`config.mk`:
```
export PLATFORM = sky130hd
export DESIGN_NAME = alarm_sequencer
export DESIGN_NICKNAME = d
export VERILOG_FILES = /design/src/rtl/alarm_sequencer.sv
export SDC_FILE = /design/constraint.sdc
export NUM_CORES = 1
export LEC_CHECK = 0
export ABC_AREA = 1
export CAP_MARGIN = 20
export CORE_ASPECT_RATIO = 1.75
export CORE_MARGIN = 2
export CORE_UTILIZATION = 30
export DETAILED_ROUTE_END_ITERATION = 8
export DONT_BUFFER_PORTS = 1
export PLACE_DENSITY = 0.52
export SYNTH_ARGS = -nofsm -noshare
export SYNTH_HDL_FRONTEND = slang
export SYNTH_SLANG_ARGS = --single-unit
```
`constraint.sdc`:
```
create_clock -name pulse_17MHz -period 2.5 [get_ports pulse_17MHz]
set_clock_uncertainty 0.1 [all_clocks]
set_input_delay 0.25 -clock pulse_17MHz [delete_from_list [all_inputs] [get_ports pulse_17MHz]]
set_output_delay 0.25 -clock pulse_17MHz [all_outputs]
set_load 0.02 [all_outputs]
```
`src/rtl/alarm_sequencer.sv`:
```
// rtl/alarm_sequencer.sv - beep/burst tone sequencer for the egg-timer alarm
// Optional ESCALATE_EN: tone type rises with each burst, saturating at 4.
module alarm_sequencer #(
    parameter int TICK_DIV = 17000,
    parameter int ON_MS    = 150,
    parameter int OFF_MS   = 100,
    parameter int PAUSE_MS = 600,
    parameter int BEEPS    = 4,
    parameter int BURSTS   = 8
) (
    input  logic       pulse_17MHz,
    input  logic       reset,
    input  logic       start,
    input  logic       stop,
    input  logic [3:0] tone_sel,
    output logic       audio_en,
    output logic [3:0] audioselection,
    output logic       busy,
    output logic       done
);

    localparam int PW = (TICK_DIV > 1) ? $clog2(TICK_DIV) : 1;

    typedef enum logic [2:0] {
        IDLE     = 3'd0,
        BEEP_ON  = 3'd1,
        BEEP_OFF = 3'd2,
        PAUSE    = 3'd3,
        DONE     = 3'd4
    } state_t;

    state_t          state;
    state_t          state_n;
    logic [PW-1:0]   presc;
    logic [15:0]     ms_cnt;
    logic [7:0]      beep_cnt;
    logic [7:0]      burst_cnt;
    logic [3:0]      tone_lat;

    logic [7:0]      beep_n;
    logic [7:0]      burst_n;
    logic [3:0]      tone_n;
    logic [3:0]      sel_n;
    logic [15:0]     ms_lim;
    logic            tick;
    logic            phase_end;
    logic            last_burst;
    logic            entering;
    logic            busy_n;
    logic            counting;

    assign tick       = (presc == PW'(TICK_DIV - 1));
    assign last_burst = (BURSTS != 0) && (burst_cnt == 8'(BURSTS - 1));

    always_comb begin
        ms_lim = 16'd0;
        case (state)
            BEEP_ON:  ms_lim = 16'(ON_MS - 1);
            BEEP_OFF: ms_lim = 16'(OFF_MS - 1);
            PAUSE:    ms_lim = 16'(PAUSE_MS - 1);
            default:  ms_lim = 16'd0;
        endcase
    end

    assign phase_end = tick && (ms_cnt == ms_lim);

    always_comb begin
        state_n = state;
        beep_n  = beep_cnt;
        burst_n = burst_cnt;
        tone_n  = tone_lat;
        if (stop) begin
            state_n = IDLE;
        end else begin
            case (state)
                IDLE, DONE: begin
                    if (start) begin
                        state_n = BEEP_ON;
                        tone_n  = tone_sel;
                        beep_n  = 8'd0;
                        burst_n = 8'd0;
                    end
                end
                BEEP_ON: begin
                    if (phase_end) begin
                        if (beep_cnt < 8'(BEEPS - 1))
                            state_n = BEEP_OFF;
                        else if (last_burst)
                            state_n = DONE;
                        else
                            state_n = PAUSE;
                    end
                end
                BEEP_OFF: begin
                    if (phase_end) begin
                        state_n = BEEP_ON;
                        beep_n  = beep_cnt + 8'd1;
                    end
                end
                PAUSE: begin
                    if (phase_end) begin
                        state_n = BEEP_ON;
                        beep_n  = 8'd0;
                        burst_n = (burst_cnt == 8'hFF) ? 8'hFF : burst_cnt + 8'd1;
                    end
                end
                default: state_n = IDLE;
            endcase
        end
    end

    assign entering = (state_n != state);
    assign busy_n   = (state_n == BEEP_ON) || (state_n == BEEP_OFF) || (state_n == PAUSE);
    assign counting = busy_n && !entering;

`ifdef ESCALATE_EN
    logic [8:0] sel_sum;
    always_comb begin
        sel_sum = {5'd0, tone_n} + {1'b0, burst_n};
        if (tone_n > 4'd4)
            sel_n = tone_n;
        else if (sel_sum > 9'd4)
            sel_n = 4'd4;
        else
            sel_n = sel_sum[3:0];
    end
`else
    assign sel_n = tone_n;
`endif

    always_ff @(posedge pulse_17MHz) begin
        if (reset) begin
            state          <= IDLE;
            presc          <= '0;
            ms_cnt         <= 16'd0;
            beep_cnt       <= 8'd0;
            burst_cnt      <= 8'd0;
            tone_lat       <= 4'd0;
            audio_en       <= 1'b0;
            audioselection <= 4'd0;
            busy           <= 1'b0;
            done           <= 1'b0;
        end else begin
            state     <= state_n;
            beep_cnt  <= beep_n;
            burst_cnt <= burst_n;
            tone_lat  <= tone_n;
            // Time base restarts on every phase entry so phase length is exact.
            if (!counting) begin
                presc  <= '0;
                ms_cnt <= 16'd0;
            end else if (tick) begin
                presc  <= '0;
                ms_cnt <= ms_cnt + 16'd1;
            end else begin
                presc  <= presc + PW'(1);
            end
            audio_en <= (state_n == BEEP_ON);
            busy     <= busy_n;
            done     <= (state_n == DONE);
            if (busy_n)
                audioselection <= sel_n;
        end
    end

endmodule
```
==> results of run 1 <==
-- power by group --
group | internal, µW | switching [µW] | leakage [µW]
Sequential | 987 | 16.3 | 0.000497
Clock | 876 | 460 | 0.000156
Combinational | 38.9 | 60.6 | 0.000828
Total | 1900 | 537 | 0.00148
-- worst paths after layout --
check / to / depth (start not counted) / slack [ps]
worst max-delay path: presc[3] / 18 / 190
worst max register to register: presc[3] / 18 / 190
worst min register to register: presc[0] / 1 / 320
worst min-delay path: beep_cnt[5] / 3 / 20
-- flip-flops by register name, summed over array words and instances, names as in the netlist --
signal / flops
audio_en: 1
audioselection: 4
presc: 15
burst_cnt: 8
tone_lat: 4
state: 3
ms_cnt: 16
beep_cnt: 8
busy: 1
done: 1
-- cell families after synthesis --
logic type / after synthesis / synth area share (%)
xor gates and xnor gates: 27 / 7.47
buffers and inverters: 76 / 9.29
AOI/OAI and AO/OA: 35 / 6.52
and+or+nand+nor: 256 / 35.3
adders and majority gates: 4 / 1.58
DFF: 61 / 38.6
muxes: 4 / 1.27
-- stage by stage --
step / power [µW] / util [%] / hold WS (ps) / cell area [µm²]
2_1_floorplan: 1090 / - / 228 / 3160
6_report: 2440 / 37.6 / 17.1 / 3870
5_1_grt: 2530 / 37.6 / 16.4 / 3870
4_1_cts: 2480 / 36.4 / 0.119 / 3750
3_5_place_dp: 1110 / 32.7 / 225 / 3370
3_3_place_gp: 1110 / 32.7 / 223 / 3370
-- area by class of cell --
| cell class | instances | area [µm²] | share of cell area, % |
|---|---|---|---|
| inverters | 70 | 263 | 6.79 |
| clock inverters | 7 | 98.8 | 2.55 |
| clock buffers | 9 | 225 | 5.82 |
| well taps | 127 | 159 | 4.10 |
| repair buffers | 17 | 168 | 4.33 |
| flip-flops and latches | 61 | 1230 | 31.8 |
| multi-input cells | 326 | 1730 | 44.6 |
-- per-layer routing --
layer,GRT usage (%),routed length [µm],vias to the layer above
met5,0,0,-
met4,5.26,162,0
met3,3.63,210,13
met2,24.5,3900,29
met1,12.8,2800,1335
li1,-,-,1505
-- critical path, cell delays in order (launching register included) --
cell and delay, ps:
sky130_fd_sc_hd__dfxtp_2 340, sky130_fd_sc_hd__inv_2 80, sky130_fd_sc_hd__nand2_1 130, sky130_fd_sc_hd__nor2_2 180, sky130_fd_sc_hd__nand2_1 60, sky130_fd_sc_hd__nand2_1 70, sky130_fd_sc_hd__inv_2 40, sky130_fd_sc_hd__nand2_1 80
sky130_fd_sc_hd__nor2_2 60, sky130_fd_sc_hd__nand2_2 70, sky130_fd_sc_hd__nand2_1 110, sky130_fd_sc_hd__nand2_1 160, sky130_fd_sc_hd__nand2_2 100, sky130_fd_sc_hd__nand2_1 80, sky130_fd_sc_hd__nand3_1 110, sky130_fd_sc_hd__nor2_4 130
sky130_fd_sc_hd__nand3_2 100, sky130_fd_sc_hd__buf_12 170, sky130_fd_sc_hd__nor2_1 80
-- synth_stat cells (7+ instances only) --
cell type	number	area share, %
sky130_fd_sc_hd__a211oi_1	8	1.9
sky130_fd_sc_hd__nand3_1	37	5.9
sky130_fd_sc_hd__o21ai_0	14	2.2
sky130_fd_sc_hd__nor3_1	15	2.4
sky130_fd_sc_hd__nand4_1	7	1.4
sky130_fd_sc_hd__dfxtp_1	61	39
sky130_fd_sc_hd__nand2_1	92	11
sky130_fd_sc_hd__inv_1	66	7.8
sky130_fd_sc_hd__a21oi_1	8	1.3
sky130_fd_sc_hd__xor2_1	20	5.5
sky130_fd_sc_hd__nor2_2	13	2.6
sky130_fd_sc_hd__xnor2_1	7	1.9
sky130_fd_sc_hd__nor2_1	81	9.6
-- timing repair --
item,4_1_cts,5_1_grt
setup buffers,0,4
setup endpoints to repair,0,41
resized for setup,0,30
hold endpoints to repair,22,0
hold buffers,6,0
==> results.md, run 1 <==
Die:
- In this run the horizontal extent of the chip is 81.6 µm.
- 15 I/O pins were placed.
- The core area is 10300 µm².
- The number of core rows is 49.
- The die boundary height is 140 µm.
- The effective utilization at floorplan is 30.7%.
- The full die area is 11400 µm².

Timing:
- The final critical path takes up 92.2% of the cycle.
- The slew of the pin with the lowest slew margin is 859 ps.
- Setup total negative slack on the finished layout was measured at 0 ps.
- The worst max-slew margin expressed relative to the limit is 42.5%.
- The final worst slack is 195 ps.
- The number of endpoints with negative hold slack in the final report is 0.
- Timing would allow up to 0.434 GHz.
- The number of slew-limit violations in the final report was 0.
- Setup violations remaining at the end of the flow were counted as 0.
- The routed design could run at a clock period as short as 2310 ps.

Finish:
- The repair_antennas step left the layout with diodes totalling 0.
- The most common library cell in the layout ignoring fill and taps is sky130_fd_sc_hd__nand2_1.
- The number of filler instances in the final layout is 1100.
- The share of final-layout standard cells stronger than drive strength 1 is 15.5%.
- The area growth from synthesis to layout is 22.3%.
- The final net count is 497.
- The library cells used most frequently in the layout, excluding fill and tap cells, are sky130_fd_sc_hd__nand2_1 (87), sky130_fd_sc_hd__nor2_1 (74), sky130_fd_sc_hd__inv_1 (66), sky130_fd_sc_hd__dfxtp_1 (55), sky130_fd_sc_hd__nand3_1 (35).
- The count of cells in the finished layout, fillers not included, comes to 617.

Synthesis:
- For this run, the number of Yosys warnings is 0.
- The post-synthesis sequential area ratio is 38.6%.
- The count of unique library cells instantiated by Yosys is 30.
- The number of storage elements in the synthesis netlist is 61.
- After technology mapping, the gate count stands at 463.
- The average instance in the mapped netlist occupies 6.83 µm².
- The proportion of synthesized flip-flops having asynchronous set or reset is 0%.
- In the synthesized netlist the dominant register cell turns out to be sky130_fd_sc_hd__dfxtp_1.
- The combined area of all synthesized cells is 3160 µm².
- In this run, synthesis inferred 0 flip-flops with an integrated enable.
- Synthesis produced a netlist with a net count of 475.

Worst hold path:
- The startpoint of the tightest hold check path is reset.
- The worst hold path belongs to the class input port to register.

Clock network:
- The deepest level of the CTS H-tree is 3.
- The worst-case clock buffer depth is 2.
- The cell at the root of the clock tree is sky130_fd_sc_hd__clkbuf_16.
- The clock insertion delay at the later pin of the skew report is 330 ps.
- Counting the buffers created by CTS gives 9.
- TritonCTS built the clock tree.
- Clock tree synthesis found a total of 61 sinks.
- The clock-pin transition on the worst setup and hold timing paths is 50 ps.

Global route:
- The first-pass GRT wire length is 11600 µm.
- The via count of the first global-routing pass was 2698.
- The global-route total usage across every layer is 13.0%.
- The remaining global-route overflow is 0.
- The initial antenna violation count was 0.
- Entering global routing, the biggest net connects 23 pins.

Setup path:
- The critical path is of the register to register type.
- The maximum fanout along the worst path is 15.
- The start of the worst register-to-register path is state[2].
- The most critical setup path has its startpoint at state[2].
- The data arrival time of the worst path is 2470 ps.
- The kind of start point of the critical path is a register.
- Data on the critical path is required at its endpoint by 2670 ps.
- The sort of element at the end of the critical path is a register.

Drt:
- The routed layout has 2882 vias.
- The total wire length is 7070 µm.
- The remaining design rule violation count is 0.
- The first-pass iteration count of the detailed router is 4.
- The via density per instance is 4.67.
- For this block, the initial DRC count from the detailed router was 127.
- The remaining antenna violation count after routing is 0.
- Dividing the detail-routed wire length by the instance count gives 11.5 µm.

Placement:
- The worst slack at placement is 93.1 ps.
- The cell total after placement is 591.
- The number of input and output port buffers inserted is 0.
- The global placer's final weighted congestion is 0.797.
- The HPWL after detailed placement is 5280 µm.

Power and ir drop:
- VDD sags by at most 0.000360 V.
- In this run the static leakage power is 0.00148 µW.
- For this design the ratio of total power to cell area is 630 nW/µm².

Status:
- The run finished with clean final reports.

Flow run:
- The count of max-cap constraint violations is 0.
(Power assumes the default switching activity.)
==> run 2, diff against run 1 <==
--- a/config.mk
+++ b/config.mk
@@ -7,12 +7,14 @@
 export LEC_CHECK = 0
 export ABC_AREA = 1
 export CAP_MARGIN = 20
+export CELL_PAD_IN_SITES_DETAIL_PLACEMENT = 1
+export CELL_PAD_IN_SITES_GLOBAL_PLACEMENT = 1
 export CORE_ASPECT_RATIO = 1.75
-export CORE_MARGIN = 2
+export CORE_MARGIN = 1.5
 export CORE_UTILIZATION = 30
 export DETAILED_ROUTE_END_ITERATION = 8
 export DONT_BUFFER_PORTS = 1
-export PLACE_DENSITY = 0.52
+export PLACE_DENSITY = 0.58
 export SYNTH_ARGS = -nofsm -noshare
 export SYNTH_HDL_FRONTEND = slang
 export SYNTH_SLANG_ARGS = --single-unit
==> run 2 against run 1 <==
Net effect:
- wire length grew 21%
- via count increased by 1.5%
- final cell count grew 0.65%
- final area increased by 1.8%
- sequential cell count is the same
- sequential share of layout area shrank 0.43 points
- sequential power is essentially flat
- register-to-register slack lost 40 ps
- combinational power rose by 8%
- maximum frequency is 1.8% lower
- global-route usage rose by 3.5 points
- non-clock buffer count increased by 4
==> results.md, run 2 (synthesized netlist as in run 1, its figures left out) <==
Status:
- Run status: complete, no violations (unchanged).

Global route:
- The global-route total usage across every layer is 16.5% (was 13.0%).
- The remaining global-route overflow was 0 (unchanged).
- The initial antenna violation count is 0 (unchanged).
- The first-pass GRT wire length is 14200 µm (was 11600 µm).
- The largest net degree at the start of global routing is 19 (was 23).
- The via count of the first global-routing pass is 3091 (was 2698).

Die:
- The core area is 10300 µm² (unchanged).
- The full die area was 11200 µm² (was 11400 µm²).
- The die boundary height was 139 µm (was 140 µm).
- The die width is 80.6 µm (was 81.6 µm).
- The number of top-level pins is 15 (unchanged).
- The number of core rows is 49 (unchanged).
- The effective utilization at floorplan came to 30.7% (unchanged).

Finish:
- The number of filler instances in the final layout is 1302 (was 1100).
- The number of antenna repair diodes is 0 (unchanged).
- The area growth from synthesis to layout came to 24.5% (was 22.3%).
- The most flop-heavy register is ms_cnt (unchanged).
- The combined flip-flop and latch cell area came to 1240 µm² (was 1230 µm²).
- The end-of-flow core utilization was 38.3% (was 37.6%).
- The most common library cell in the layout ignoring fill and taps is sky130_fd_sc_hd__nand2_1 (unchanged).
- The number of flip-flops in the largest register is 16 (unchanged).
- Largest registers: ms_cnt x16, presc x15 (unchanged).
- The final net count is 501 (was 497).
- The multi-input logic area is 1770 µm² (was 1730 µm²).
- Commonest non-fill, non-tap cells in the layout: sky130_fd_sc_hd__nand2_1 (85), sky130_fd_sc_hd__nor2_1 (72), sky130_fd_sc_hd__inv_1 (66), sky130_fd_sc_hd__dfxtp_1 (55), sky130_fd_sc_hd__nand3_1 (34) (was sky130_fd_sc_hd__nand2_1 (87), sky130_fd_sc_hd__nor2_1 (74), sky130_fd_sc_hd__inv_1 (66), sky130_fd_sc_hd__dfxtp_1 (55), sky130_fd_sc_hd__nand3_1 (35)).
- The share of final-layout standard cells stronger than drive strength 1 is 16.8% (was 15.5%).
- The final instance count without filler cells came to 621 (was 617).

Timing:
- The worst max-slew margin expressed relative to the limit is 47.9% (was 42.5%).
- The setup TNS is 0 ps (unchanged).
- The number of endpoints with negative hold slack in the final report is 0 (unchanged).
- The slew of the pin with the lowest slew margin is 779 ps (was 859 ps).
- The final critical path time including I/O delays and setup is 2350 ps (was 2310 ps).
- The maximum frequency from static timing analysis is 0.426 GHz (was 0.434 GHz).
- The final setup violation count is 0 (unchanged).
- The fraction of the cycle the final worst path needs is 93.9% (was 92.2%).
- The number of slew-limit violations in the final report is 0 (unchanged).

Clock network:
- The CTS tree is yes (unchanged).
- The cell at the root of the clock tree is sky130_fd_sc_hd__clkbuf_16 (unchanged).
- The count of clock tree sinks came to 61 (unchanged).
- The worst-case clock buffer depth is 2 (unchanged).
- The deepest level of the CTS H-tree is 3 (unchanged).
- The CTS buffer count is 9 (unchanged).
- The clock-pin transition on the worst setup and hold timing paths is 60 ps (was 50 ps).
- The clock insertion delay at the later pin of the skew report was 340 ps (was 330 ps).

Setup path:
- The kind of start point of the critical path is a register (unchanged).
- The maximum fanout along the worst path is 7 (was 15).
- The start of the worst register-to-register path is state[2] (unchanged).
- The critical path start-end classification is register to register (unchanged).
- The data arrival time of the worst path is 2530 ps (was 2470 ps).
- The startpoint of the worst setup timing path is state[2] (unchanged).
- The critical path required time is 2680 ps (was 2670 ps).
- The sort of element at the end of the critical path is a register (unchanged).

Placement:
- The total half-perimeter wirelength after legalization and detailed placement is 6380 µm (was 5280 µm).
- The number of input and output port buffers inserted came to 0 (unchanged).
- The global placer's final weighted congestion is 0.743 (was 0.797).
- The cell total after placement is 596 (was 591).

Drt:
- The remaining antenna violation count after routing was 0 (unchanged).
- The number of DRC markers after the initial detailed-route iteration is 53 (was 127).
- The routed length per placed instance is 13.8 µm (was 11.5 µm).
- The routed via count is 2925 (was 2882).
- The first-pass iteration count of the detailed router is 4 (unchanged).
- The via density per instance is 4.71 (was 4.67).
- The remaining design rule violation count came to 0 (unchanged).
- The total wire length is 8580 µm (was 7070 µm).

Power and ir drop:
- The total leakage power is 0.00153 µW (was 0.00148 µW).
- The power density over cell area is 607 nW/µm² (was 630 nW/µm²).
- The largest vdd supply drop came to 0.000321 V (was 0.000360 V).

Worst hold path:
- The startpoint of the tightest hold check path is reset (unchanged).
- The path category of the worst min-delay check was input port to register (unchanged).

Flow run:
- The count of max-cap constraint violations came to 0 (unchanged).
-- run 2: changes by cell type in the layout (fill, tap and decap cells not counted), sizes merged --
cell / before / now
bufinv: 2 / 1
buf: 11 / 14
clkbuf: 9 / 10
inv: 71 / 73
clkinv: 3 / 2
-- run 2: routing by layer --
| metal | global-route usage, % | part of all wire (%) | up-vias |
|---|---|---|---|
| met2 | 32.2 | 57 | 18 |
| met3 | 3.49 | 1.9 | 10 |
| met5 | 0 | 0 | - |
| met4 | 6.90 | 1.9 | 0 |
| li1 | - | - | 1503 |
| met1 | 15.8 | 39 | 1394 |
-- run 2: metrics by stage --
step	worst slack [ps]	instance area, µm²	hold WS, ps	total power [µW]
4_1_cts	0.401	3780	3.87	2430
3_5_place_dp	-32.4	3390	225	1110
3_3_place_gp	-2.70	3390	223	1110
6_report	153	3940	16.0	2390
5_1_grt	-19.2	3940	21.0	2490
2_1_floorplan	314	3160	228	1090
-- run 2: cell type report --
type                       instances  share of cell area, %
sequential                        61                   31.4
inverter                          70                   6.67
tap                              127                   4.03
clock buffer                       9                   5.72
clock inverter                     7                   2.06
timing repair buffer              21                   5.14
multi-input combinational        326                   45.0
-- run 2: power breakdown --
part,internal [µW],switching (µW),total [µW]
Sequential,985,17.0,1000
Clock,785,501,1290
Combinational,39.9,66.7,107
Total,1810,584,2390
-- run 2: critical path, stage by stage, from the launching register on --
cell                        delay (ps)
sky130_fd_sc_hd__dfxtp_1           320
sky130_fd_sc_hd__buf_4             150
sky130_fd_sc_hd__nor2_1            270
sky130_fd_sc_hd__nand3_1           110
sky130_fd_sc_hd__nand2_1            70
sky130_fd_sc_hd__nand3_1            90
sky130_fd_sc_hd__nor2_1            110
sky130_fd_sc_hd__nand4_1           120
sky130_fd_sc_hd__nand2_2           140
sky130_fd_sc_hd__nand2_4            80
sky130_fd_sc_hd__nand2_1            80
sky130_fd_sc_hd__nand3_2            80
sky130_fd_sc_hd__nor2_4            160
sky130_fd_sc_hd__nand3_4           120
sky130_fd_sc_hd__clkbuf_16         190
sky130_fd_sc_hd__nor2_2             70
-- run 2: path summary, 6_finish.rpt --
path | cells after the start | end | slack, ps
worst min-delay path | 3 | beep_cnt[5] | 20
worst max-delay path | 15 | presc[12] | 150
worst max register to register | 15 | presc[12] | 150
worst min register to register | 1 | presc[0] | 340
-- run 2: timing repair --
item | CTS | global route
buffers inserted | 1 | 1
setup endpoints to repair | 31 | 38
hold buffers | 6 | 0
cloned | 0 | 1
resized for setup | 3 | 37
endpoints found under the hold margin | 21 | 0
pin swaps | 2 | 10
